$ cat config.mk
export PLATFORM = sky130hd
export DESIGN_NAME = ahb_blockram_if_flat
export DESIGN_NICKNAME = d
export VERILOG_FILES = /design/src/rtl/ahb_blockram_if_if.sv /design/src/rtl/ahb_blockram_if.sv /design/src/flat_wrapper.sv
export SDC_FILE = /design/constraint.sdc
export NUM_CORES = 1
export LEC_CHECK = 0
export BUFFER_PORTS_ARGS = -buffer_cell sky130_fd_sc_hd__buf_4
export CORE_MARGIN = 5
export CORE_UTILIZATION = 30
export CTS_CLUSTER_DIAMETER = 30
export DETAILED_ROUTE_END_ITERATION = 8
export PLACE_DENSITY = 0.58
export SYNTH_ARGS = -nofsm -noshare
export SYNTH_HDL_FRONTEND = slang
export SYNTH_SLANG_ARGS = --single-unit
$ cat constraint.sdc
create_clock -name HCLK -period 4.1 [get_ports HCLK]
set_input_delay 0.205 -clock HCLK [delete_from_list [all_inputs] [get_ports HCLK]]
set_output_delay 0.205 -clock HCLK [all_outputs]
set_load 0.03 [all_outputs]
$ cat src/rtl/ahb_blockram_if_if.sv
// AHB-Lite bus bundle for the block-RAM slave front end.
interface ahb_blockram_if_if;
  logic        HSEL;
  logic [31:0] HADDR;
  logic [1:0]  HTRANS;
  logic [2:0]  HSIZE;
  logic        HWRITE;
  logic [31:0] HWDATA;
  logic        HREADY;
  logic        HREADYOUT;
  logic        HRESP;
  logic [31:0] HRDATA;

  modport slave (
    input  HSEL, HADDR, HTRANS, HSIZE, HWRITE, HWDATA, HREADY,
    output HREADYOUT, HRESP, HRDATA
  );

  modport master (
    output HSEL, HADDR, HTRANS, HSIZE, HWRITE, HWDATA, HREADY,
    input  HREADYOUT, HRESP, HRDATA
  );
endinterface

$ cat src/rtl/ahb_blockram_if.sv
// AHB-Lite slave front end for a single-port byte-write block RAM.
// Zero wait states; a one-entry write buffer absorbs a write data phase that
// collides with a read address phase, and read data is merged with it.
module ahb_blockram_if #(
  parameter int unsigned ADDR_WIDTH = 14
) (
  input  logic                  HCLK,
  input  logic                  HRESET,
  ahb_blockram_if_if.slave      ahb,
  output logic [ADDR_WIDTH-1:0] addra,
  output logic [31:0]           dina,
  output logic [3:0]            wea,
  input  logic [31:0]           douta
);

  typedef enum logic [1:0] {
    PORT_READ,
    PORT_DIRECT,
    PORT_DRAIN,
    PORT_IDLE
  } port_sel_t;

  port_sel_t             port_sel;
  logic                  acc;
  logic                  racc;
  logic [ADDR_WIDTH-1:0] haddr_word;
  logic [3:0]            amask;

  logic                  dp_wr;
  logic                  dp_rd;
  logic [ADDR_WIDTH-1:0] dp_addr;
  logic [3:0]            dp_mask;

  logic                  buf_valid;
  logic [ADDR_WIDTH-1:0] buf_addr;
  logic [3:0]            buf_mask;
  logic [31:0]           buf_data;

  logic                  buf_hit;
  logic [31:0]           rdata;

  logic                  unused_bits;

  assign acc        = ahb.HSEL & ahb.HTRANS[1] & ahb.HREADY;
  assign racc       = acc & ~ahb.HWRITE;
  assign haddr_word = ahb.HADDR[ADDR_WIDTH+1:2];
  assign unused_bits = ^{ahb.HADDR[31:ADDR_WIDTH+2], ahb.HTRANS[0]};

  assign ahb.HREADYOUT = 1'b1;
  assign ahb.HRESP     = 1'b0;
  assign ahb.HRDATA    = rdata;

  // Byte-lane mask of the address phase; misaligned low bits are ignored.
  always_comb begin
    amask = 4'b1111;
    case (ahb.HSIZE)
      3'd0:    amask = 4'b0001 << ahb.HADDR[1:0];
      3'd1:    amask = ahb.HADDR[1] ? 4'b1100 : 4'b0011;
      default: amask = 4'b1111;
    endcase
  end

  // Data-phase descriptor: captured on accept, cleared on an empty ready cycle.
  always_ff @(posedge HCLK) begin
    if (HRESET) begin
      dp_wr   <= 1'b0;
      dp_rd   <= 1'b0;
      dp_addr <= '0;
      dp_mask <= '0;
    end else if (acc) begin
      dp_wr   <= ahb.HWRITE;
      dp_rd   <= ~ahb.HWRITE;
      dp_addr <= haddr_word;
      dp_mask <= amask;
    end else if (ahb.HREADY) begin
      dp_wr   <= 1'b0;
      dp_rd   <= 1'b0;
      dp_addr <= '0;
      dp_mask <= '0;
    end
  end

  // RAM port arbitration: read address > direct write > buffer drain.
  always_comb begin
    port_sel = PORT_IDLE;
    addra    = haddr_word;
    dina     = ahb.HWDATA;
    wea      = '0;
    if (racc) begin
      port_sel = PORT_READ;
    end else if (dp_wr) begin
      port_sel = PORT_DIRECT;
      addra    = dp_addr;
      wea      = dp_mask;
    end else if (buf_valid) begin
      port_sel = PORT_DRAIN;
      addra    = buf_addr;
      dina     = buf_data;
      wea      = buf_mask;
    end
    if (HRESET) begin
      wea = '0;
    end
  end

  // Write buffer: loads when a write data phase loses the port to a read,
  // empties on the first cycle the port is free.
  always_ff @(posedge HCLK) begin
    if (HRESET) begin
      buf_valid <= 1'b0;
      buf_addr  <= '0;
      buf_mask  <= '0;
      buf_data  <= '0;
    end else if (dp_wr && racc) begin
      buf_valid <= 1'b1;
      buf_addr  <= dp_addr;
      buf_mask  <= dp_mask;
      buf_data  <= ahb.HWDATA;
    end else if (port_sel == PORT_DRAIN) begin
      buf_valid <= 1'b0;
    end
  end

  // Read data: forward buffered bytes over stale RAM bytes on an address hit.
  always_comb begin
    buf_hit = buf_valid & dp_rd & (buf_addr == dp_addr);
    rdata   = douta;
    for (int unsigned i = 0; i < 4; i++) begin
      if (buf_hit && buf_mask[i]) begin
        rdata[8*i +: 8] = buf_data[8*i +: 8];
      end
    end
  end

endmodule
$ cat src/flat_wrapper.sv
// flat-port wrapper written by rule: the top's interface ports become plain ports
module ahb_blockram_if_flat 
#(
  parameter int unsigned ADDR_WIDTH = 14
)
  (HCLK, HRESET, addra, dina, wea, douta, ahb_HSEL, ahb_HADDR, ahb_HTRANS, ahb_HSIZE, ahb_HWRITE, ahb_HWDATA, ahb_HREADY, ahb_HREADYOUT, ahb_HRESP, ahb_HRDATA);
  ahb_blockram_if_if ahb_i ();
  input  logic HCLK;
  input  logic HRESET;
  output logic [ADDR_WIDTH-1:0] addra;
  output logic [31:0] dina;
  output logic [3:0] wea;
  input  logic [31:0] douta;
  input wire logic [$bits(ahb_i.HSEL)-1:0] ahb_HSEL;
  input wire logic [$bits(ahb_i.HADDR)-1:0] ahb_HADDR;
  input wire logic [$bits(ahb_i.HTRANS)-1:0] ahb_HTRANS;
  input wire logic [$bits(ahb_i.HSIZE)-1:0] ahb_HSIZE;
  input wire logic [$bits(ahb_i.HWRITE)-1:0] ahb_HWRITE;
  input wire logic [$bits(ahb_i.HWDATA)-1:0] ahb_HWDATA;
  input wire logic [$bits(ahb_i.HREADY)-1:0] ahb_HREADY;
  output wire logic [$bits(ahb_i.HREADYOUT)-1:0] ahb_HREADYOUT;
  output wire logic [$bits(ahb_i.HRESP)-1:0] ahb_HRESP;
  output wire logic [$bits(ahb_i.HRDATA)-1:0] ahb_HRDATA;
  assign ahb_i.HSEL = ahb_HSEL;
  assign ahb_i.HADDR = ahb_HADDR;
  assign ahb_i.HTRANS = ahb_HTRANS;
  assign ahb_i.HSIZE = ahb_HSIZE;
  assign ahb_i.HWRITE = ahb_HWRITE;
  assign ahb_i.HWDATA = ahb_HWDATA;
  assign ahb_i.HREADY = ahb_HREADY;
  assign ahb_HREADYOUT = ahb_i.HREADYOUT;
  assign ahb_HRESP = ahb_i.HRESP;
  assign ahb_HRDATA = ahb_i.HRDATA;
  ahb_blockram_if #(.ADDR_WIDTH(ADDR_WIDTH)) u_core (.HCLK(HCLK), .HRESET(HRESET), .ahb(ahb_i), .addra(addra), .dina(dina), .wea(wea), .douta(douta));
endmodule
Word-level counts from Yosys, hierarchy flattened
Cells that the tools add are included.
Widths: inputs -> output; s select.
Storage, ports and cells
  memories kept: 0
  memory bits (writable): 0
  register bits: 71
  bits in latches: 0
  logic and storage cells: 54
  input bits: 106
  ROM bits: 0
Operators by class
  $add $sub $neg: 0
  div/mod/pow operators: 0
  multiplexer cells: 28
  order comparisons: 0
  $mul: 0
  shift-type cells: 1
  eq/ne operators: 3
  reductions and logical operators: 8
  bitwise logic cells: 6
Operators by type and width (number)
  $mux 32: 3
  $mux 14: 5
  $mux 8: 4
  $mux 4: 7
  $eq 14x14->1: 1
  $pmux 4 s2: 1
  $mux 1: 6
  $and 1x1->1: 5
  $logic_and 1x1->1: 5
  $mux 2: 2
  $reduce_bool 2->1: 2
  $shl 1x2->4 const A: 1
  $eq 3x1->1 const B: 1
  $logic_not 3->1: 1
  $eq 2x2->1 const B: 1
  $not 1->1: 1

Longest topological paths before layout
Gate-level depths: netlist of run 1.
  depth after elaboration: 7
  gate-level depth with buffers: 8
  mapped depth without buffers: 5

Worst setup path before layout of run 1
OpenSTA, ideal clock, no wires.
  path kind: input -> output
  start point: in ahb_HSEL
  end point: out addra[10]
  arrival time: 1.889 ns
  stages on the path: 8
  data required time: 3.895 ns
  setup slack: 2.006 ns
  path through: and3_1 > clkbuf_1 > nand2b_1 > clkbuf_1 > nand2_1 > clkbuf_1 > o22ai_1 > a21oi_1
Between the ends
  cells in the longest elaborated chain, start to end: 4
Ends and longest elaborated chain
  from (decl): line flat_wrapper.sv:14  | input wire logic [$bits(ahb_i.HSEL)-1:0] ahb_HSEL;
  $and 1x1->1 (2 in a row): line ahb_blockram_if.sv:44  | assign acc = ahb.HSEL & ahb.HTRANS[1] & ahb.HREADY;
  $and 1x1->1: line ahb_blockram_if.sv:45  | assign racc = acc & ~ahb.HWRITE;
  $mux 14: line ahb_blockram_if.sv:89  | if (racc) begin
  to (decl): line flat_wrapper.sv:10  | output logic [ADDR_WIDTH-1:0] addra;
No other way between the ends.

Worst setup path in the final report of run 1
  start point: reg u_core.dp_addr[12]
  end point: out ahb_HRDATA[31]
Between the ends
  cells in the longest elaborated chain, start to end: 4
Ends and longest elaborated chain
  from (decl): line ahb_blockram_if.sv:31  | logic [ADDR_WIDTH-1:0] dp_addr;
  from (signal assigned): line ahb_blockram_if.sv:73  | dp_addr <= haddr_word;
  $eq 14x14->1: line ahb_blockram_if.sv:126  | buf_hit = buf_valid & dp_rd & (buf_addr == dp_addr);
  $and 1x1->1: line ahb_blockram_if.sv:126
  $logic_and 1x1->1: line ahb_blockram_if.sv:129  | if (buf_hit && buf_mask[i]) begin
  $mux 8: line ahb_blockram_if.sv:129
  to (decl): line flat_wrapper.sv:23  | output wire logic [$bits(ahb_i.HRDATA)-1:0] ahb_HRDATA;
No other way between the ends.

==> reports/metrics.sh, run 1 <==
TOTALNEGATIVESETUPSLACK_NS=0
REG2REG_SLACK_NS=1.95
SLEW_HEADROOM=0.284
ROWS=41
IO_BUFFERS=170
SYN-INSTANCE-COUNT=474
FIN_TOTAL_PWR_mW=1.83
SYNTH_SEQUENTIAL_AREA_RATIO=0.371
POST_CTS_RESIZE_COUNT=0
BUSIEST_LAYER='met2'
DRC=0
TRITONCTS.NUM_BUFFERS=9
CORE-AREA_UM2=12600
FINALCRITPERIODSHARE=0.680
CRITPATHREQUIREDTIME_NS=3.89
HOLD_BUFFERS=0
SYNTH_AREA_IN_COMPOUND_GATES=0.185
INITIAL_CORE_UTIL=0.305
DIE_H_UM=123
DETAILEDROUTE.FIRSTPASSITERATIONCOUNT=4
MAIN_COMBINATIONAL_CELL_FAMILY_BY_AREA_AFTER_SYNTHESIS='multiplexers'
RR_ENDPOINT='u_core.buf_data[24]$_SDFFE_PP0P_'
GLOBALPLACE.CONGESTION=0.786
POST_SYNTH_INSTANCE_AREA_UM2=3830
YS_SEQ_ELEMENTS=71
HOLDPATHEND='u_core.buf_data[3]$_SDFFE_PP0P_'
CLK_LATENCY_NS=0.32
CRIT_TYPE='reg2out'
POST_CTS_BUFFERS=0
TRITONCTS='done'
MOST-COMMON-LAYOUT-CELLS='buf_4 (175), nand2_1 (104), a21oi_1 (72)'
SYNTH-SIMPLE-AREA-SHARE=0.185
PIN_COUNT=190
MIN-DELAY-START='ahb_HWDATA[3]'
TIMING.CRITICAL_PATH.TO_TYPE='primary output'
DRIVE_ABOVE_1_SHARE=0.422
CTS.CLK_SLEW.WORST_PATHS_NS=0.06
AVGVIACOUNTPERCELL=4.90
RUN_STATUS='complete, no violations'
CRIT-REG2REG-LAUNCH='u_core.dp_wr$_SDFFE_PP0P_'
ROUTED_WIRE_LENGTH_PER_INSTANCE_UM=16.0
GROUTE.LAYER.MET3.USAGE=0.0320
FINAL-HOLD-VIOLATION-COUNT=0
GRT.OVERFLOW.TOTAL=0
WORST_HOLD_PATH.NUM_CELLS=3
LARGEST_NET_DEGREE_AT_THE_START_OF_GLOBAL_ROUTING=76
GR-USAGE-MET1=0.200
FIRST_ITER_VIOLATIONS=156
FINAL_NET_COUNT=729
POWER_DENSITY_OVER_THE_CELLS_nW_PER_UM2=331
CLK_PATH_BUF_DEPTH=2
FINAL_PERIOD_MINUS_WORST_SETUP_SLACK_NS=2.79
TRACK_USAGE=0.161
AREA_GROWTH_SYN_TO_LAYOUT_PCT=44.4
MAPPEDNETLISTNETS=580
POSTPLACECELLAREA_UM2=5230
YOSYS_WARNINGS=0
WORST_HOLD_PATH_TYPE='in2reg'
CRITPATHLAUNCHTYPE='flop'
DIE_W_UM=123
SYNTHMUXAREASHARE=0.188
FIRST_GLOBAL_VIAS=3889
WORSTPATHARRIVAL_NS=2.58
FINAL_CELL_AREA_UM2=5540
GRT_PASS1_WL_UM=19400
DETAILEDPLACEMENTHPWL_UM=8910
SYNTH_XOR_XNOR_AREA_SHARE=0.0251
ROUTE.VIAS.TOTAL=3917
MOST_COMMON_CELL_AFTER_LAYOUT_FILL_AND_TAPS_ASIDE='buf_4'
FINISH.CELL_COUNT_WITHOUT_FILLERS=800
FINALCLOCKSKEW_NS=0.00667
SYN-MEAN-INSTANCE-AREA_UM2=8.09
HTREEDEPTH=3
FINAL_ROUTED_WIRELENGTH_ACROSS_ALL_METAL_LAYERS_UM=12800
NETLIST-CELL-TYPE-COUNT=30
TIMING_WORST_SLEW_PIN_VALUE_NS=1.07
NUMPLACEDINSTANCES=784
PINS_OVER_SLEW_LIMIT=0
CAP_VIOL_MAX_COUNT=0
POWER.LEAKAGE_nW=2.23
VDD.IR_DROP.WORST_mV=0.137
CLOCK_SINK_COUNT=71
SYNTH-ADDER-AREA-SHARE=0
REG2REGPATHDEPTH=6
ANTENNA_VIOLATIONS_BEFORE_REPAIR=0
ANTENNA_VIOLATING_NETS_POST_ROUTE=0
TIMING.FMAX_MHz=359
ROOT_BUFFER='clkbuf_16'
INSERTEDDIODECOUNT=0
DESIGN.DIE.AREA_UM2=15100
GRT_SETUP_UNREPAIRED='no'
CRIT_FANOUT=8
SETUP-VIOLATIONS-FINAL=0
USE_MET2=0.279
[synth_stat cells]
library cell / number / area, um2
mux2_2: 64 / 721
o21ai_0: 11 / 55.1
nand3_2: 4 / 40.0
dfxtp_1: 71 / 1420
buf_1: 2 / 7.51
a21oi_1: 72 / 360
clkbuf_1: 30 / 113
a31o_2: 1 / 8.76
and2b_2: 1 / 8.76
o22ai_1: 21 / 131
xor2_1: 4 / 35.0
nor3_1: 4 / 20.0
xnor2_1: 7 / 61.3
o221ai_1: 1 / 8.76
nor4_2: 1 / 12.5
a22oi_1: 18 / 135
a2111o_1: 1 / 11.3
inv_1: 5 / 18.8
conb_1: 2 / 7.51
and3_1: 5 / 31.3
buf_4: 2 / 15.0
buf_2: 3 / 15.0
nor2_1: 24 / 90.1
nand4_1: 1 / 6.26
nor2b_1: 2 / 12.5
nand2b_1: 2 / 12.5
nand3b_1: 6 / 45.0
nor4_4: 1 / 21.3
nand3_1: 3 / 15.0
nand2_1: 105 / 394
[metal layers]
layer,vias to the layer above,wire [um]
li1,1953,-
met1,1817,5440
met2,132,6400
met3,15,809
met4,0,171
met5,-,0
[power by group]
group	internal [mW]	switching [mW]	total [mW]	leakage (nW)
clock network	0.519	0.282	0.801	0.156
registers	0.696	0.00608	0.702	0.573
logic	0.148	0.182	0.331	1.50
total	1.36	0.471	1.83	2.23
[layout make-up]
class,count,area (um2)
clock buffers,13,270
clock inverters,3,40.0
flip-flops and latches,71,1420
inverters,5,18.8
repair buffers,175,1310
fillers,1245,7030
well taps,172,215
multi-input cells,361,2260
[kinds of logic after synthesis]
family / after synthesis
flops: 71
buf+inv: 42
simple gates: 159
other cells: 2
compound gates: 125
mux: 64
xor+xnor: 11
[through the flow]
| step | utilization | hold slack (ns) | worst slack [ns] |
|---|---|---|---|
| 3_3_place_gp | 0.416 | 0.447 | 1.25 |
| 6_report | 0.441 | 0.134 | 1.31 |
| 2_1_floorplan | - | 0.341 | 2.01 |
| 3_5_place_dp | 0.416 | 0.463 | 1.26 |
| 4_1_cts | 0.441 | 0.125 | 1.25 |
| 5_1_grt | 0.441 | 0.126 | 1.15 |
[critical path, stage by stage (launching register included)]
cell	delay (ns)
dfxtp_1	0.40
nand2b_1	0.13
o221ai_1	0.12
nor4_2	0.65
nand3_2	0.40
mux2_2	0.39
buf_4	0.18
[how the worst max path moves through the flow]
stage	to	cells past startpoint	start	slack [ns]
6_report	ahb_HRDATA[31]	6	u_core.dp_addr[12]$_SDFFE_PP0P_	1.31
5_1_grt	ahb_HRDATA[31]	6	u_core.dp_addr[12]$_SDFFE_PP0P_	1.15
4_1_cts	dina[18]	7	ahb_HSEL	1.25
3_5_place_dp	dina[18]	7	ahb_HSEL	1.26
3_3_place_gp	dina[9]	7	ahb_HSEL	1.25
2_1_floorplan	addra[10]	8	ahb_HSEL	2.01
[registers in the layout, summed over array words and instances, names as in the netlist]
| name | flops |
|---|---|
| u_core.buf_data | 32 |
| u_core.buf_addr | 14 |
| u_core.dp_addr | 14 |
| u_core.buf_mask | 4 |
| u_core.dp_mask | 4 |
| u_core.buf_valid | 1 |
| u_core.dp_rd | 1 |
| u_core.dp_wr | 1 |
(Power assumes the default switching activity.)
==> run 2, diff against run 1 <==
==> constraint.sdc (replaced) <==
create_clock -name HCLK -period 2.6 [get_ports HCLK]
set_input_delay 0.13 -clock HCLK [delete_from_list [all_inputs] [get_ports HCLK]]
set_output_delay 0.13 -clock HCLK [all_outputs]
set_load 0.03 [all_outputs]
==> run 2 against run 1 <==
Against the previous run: core utilization up 0.88 points; highest routed layer unchanged; combinational power up 59%; routed wire length down 0.29%; global-route usage about the same; design area up 2.0%; cell count up 0.75%; sequential cell count unchanged.
==> reports/metrics.sh, run 2 (synthesis gave the netlist of run 1 again) <==
FINAL_PERIOD_MINUS_WORST_SETUP_SLACK_NS=2.58
TIMING.CRITICAL_PATH.TO_TYPE='primary output'
FIRST_ITER_VIOLATIONS=161
FINALCRITPERIODSHARE=0.991
FINAL-HOLD-VIOLATION-COUNT=0
MOST_COMMON_CELL_AFTER_LAYOUT_FILL_AND_TAPS_ASIDE='buf_4'
RUN_STATUS='complete, no violations'
WORSTPATHARRIVAL_NS=2.45
GRT_SETUP_UNREPAIRED='yes'
HTREEDEPTH=3
CORE-AREA_UM2=12600
CRITPATHREQUIREDTIME_NS=2.47
AREA_GROWTH_SYN_TO_LAYOUT_PCT=47.3
GLOBALPLACE.CONGESTION=0.806
ROWS=41
WORST_HOLD_PATH.NUM_CELLS=3
FINAL.HOLD.WORST_SLACK_NS=0.0526
TIMING_WORST_SLEW_PIN_VALUE_NS=0.797
NUMBER_OF_FLIP_FLOPS_UNDER_THE_LARGEST_REGISTER_NAME=32
DRC=0
POWER.LEAKAGE_nW=2.28
IO_BUFFERS=170
DETAILEDROUTE.FIRSTPASSITERATIONCOUNT=5
ANTENNA_VIOLATIONS_BEFORE_REPAIR=0
MIN-DELAY-START='ahb_HWDATA[2]'
TIMING.FMAX_MHz=388
ANTENNA_VIOLATING_NETS_POST_ROUTE=0
REG2REG_SLACK_NS=0.99
DESIGN.DIE.AREA_UM2=15100
FINAL_NET_COUNT=735
CRIT_TYPE='reg2out'
CAP_VIOL_MAX_COUNT=0
ROOT_BUFFER='clkbuf_16'
DETAILEDPLACEMENTHPWL_UM=9070
TRITONCTS='done'
CRITPATHMAXSTAGEDELAY_NS=0.42
MOST-COMMON-LAYOUT-CELLS='buf_4 (180), nand2_1 (104), a21oi_1 (72)'
TOP_REGISTER='u_core.buf_data'
TRACK_USAGE=0.161
INITIAL_CORE_UTIL=0.305
ROUTED_WIRE_LENGTH_PER_INSTANCE_UM=15.9
GRT.OVERFLOW.TOTAL=0
DIE_W_UM=123
CRIT_FANOUT=8
HOLD_BUFFERS=0
SETUP-VIOLATIONS-FINAL=0
POST-ROUTE-UTIL=0.449
CRITPATHSLOWESTCELL='a2111o_1'
TRITONCTS.NUM_BUFFERS=9
INSERTEDDIODECOUNT=0
HOLDPATHEND='u_core.buf_data[2]$_SDFFE_PP0P_'
LARGESTREGISTERS='u_core.buf_data x32, u_core.buf_addr x14, u_core.dp_addr x14'
CLK_LATENCY_NS=0.33
CLK_PATH_BUF_DEPTH=2
POWER_DENSITY_OVER_THE_CELLS_nW_PER_UM2=539
CRITPATHLAUNCHTYPE='flop'
VDD.IR_DROP.WORST_mV=0.324
FIRST_GLOBAL_VIAS=3870
GRT_PASS1_WL_UM=19300
PIN_COUNT=190
WORST_HOLD_PATH_TYPE='in2reg'
LARGEST_NET_DEGREE_AT_THE_START_OF_GLOBAL_ROUTING=76
FIN_TOTAL_PWR_mW=3.05
PATH_COMMON_CELL='buf_4'
CRIT-REG2REG-LAUNCH='u_core.dp_wr$_SDFFE_PP0P_'
SLEW_HEADROOM=0.468
ROUTE.VIAS.TOTAL=3997
CLOCK_SINK_COUNT=71
REG2REGPATHDEPTH=6
FINALCLOCKSKEW_NS=0.00540
NFILLCELLS=1270
DIE_H_UM=123
CTS.CLK_SLEW.WORST_PATHS_NS=0.06
RR_ENDPOINT='u_core.buf_addr[0]$_SDFFE_PP0P_'
DRIVE_ABOVE_1_SHARE=0.431
WORSTPATHCELLLIST='nor2b_1, a2111o_1, nor4_4, buf_4, buf_4, nand3_4, mux2_2, buf_4'
AVGVIACOUNTPERCELL=4.96
PINS_OVER_SLEW_LIMIT=0
FINAL_ROUTED_WIRELENGTH_ACROSS_ALL_METAL_LAYERS_UM=12800
## run 2: timing repair
action                                  4_1_cts  5_1_grt
buffers inserted                              0        2
pin swaps                                     1        1
resized for setup                             1        2
endpoints found under the setup margin       32       24
## run 2: worst max path at each step
stage                                     from        endpoint  slack (ns)  depth (start not counted)
2_1_floorplan  u_core.dp_addr[12]$_SDFFE_PP0P_   ahb_HRDATA[0]        0.59                          5
3_3_place_gp   u_core.dp_addr[12]$_SDFFE_PP0P_  ahb_HRDATA[31]        0.28                          6
3_5_place_dp   u_core.dp_addr[12]$_SDFFE_PP0P_  ahb_HRDATA[31]        0.26                          6
4_1_cts        u_core.buf_addr[3]$_SDFFE_PP0P_  ahb_HRDATA[19]      -0.005                          6
5_1_grt        u_core.dp_addr[12]$_SDFFE_PP0P_  ahb_HRDATA[31]       -0.07                          8
6_report       u_core.dp_addr[12]$_SDFFE_PP0P_  ahb_HRDATA[31]        0.02                          8
## run 2: metrics by stage
stage	std cells	worst slack, ns	TNS, ns	cell area [um2]
finish	806	0.0223	0	5650
global route	806	-0.0657	-1.12	5650
CTS	804	-0.00546	-0.0114	5630
detailed placement	788	0.256	0	5270
global placement	788	0.283	0	5270
floorplan	474	0.593	0	3830
## run 2: where the power goes
part	leakage (nW)	switching (mW)	total, mW	internal, mW
clock network	0.168	0.454	1.41	0.959
registers	0.573	0.00951	1.11	1.10
logic	1.54	0.289	0.526	0.237
total	2.28	0.753	3.05	2.29
## run 2: metal layers
layer	vias to the layer above	wire length [um]	GRT usage
met2	139	6370	0.273
met1	1870	5400	0.200
met5	-	0	0
met4	0	157	0.0547
met3	12	857	0.0380
li1	1976	-	-
## run 2: critical path, delay by kind of cell, from the launching register on
family	cells	cell delay [ns]
simple gates	3	0.55
flops	1	0.34
mux	1	0.33
buf+inv	3	0.48
compound gates	1	0.42
## run 2: final cells by class
class                   count  area (um2)  area share
well taps                 172         215      0.0381
repair buffers            181        1370       0.243
inverters                   5        18.8     0.00332
flip-flops and latches     71        1420       0.252
multi-input cells         361        2270       0.403
clock buffers              10         239      0.0423
clock inverters             6         108      0.0190
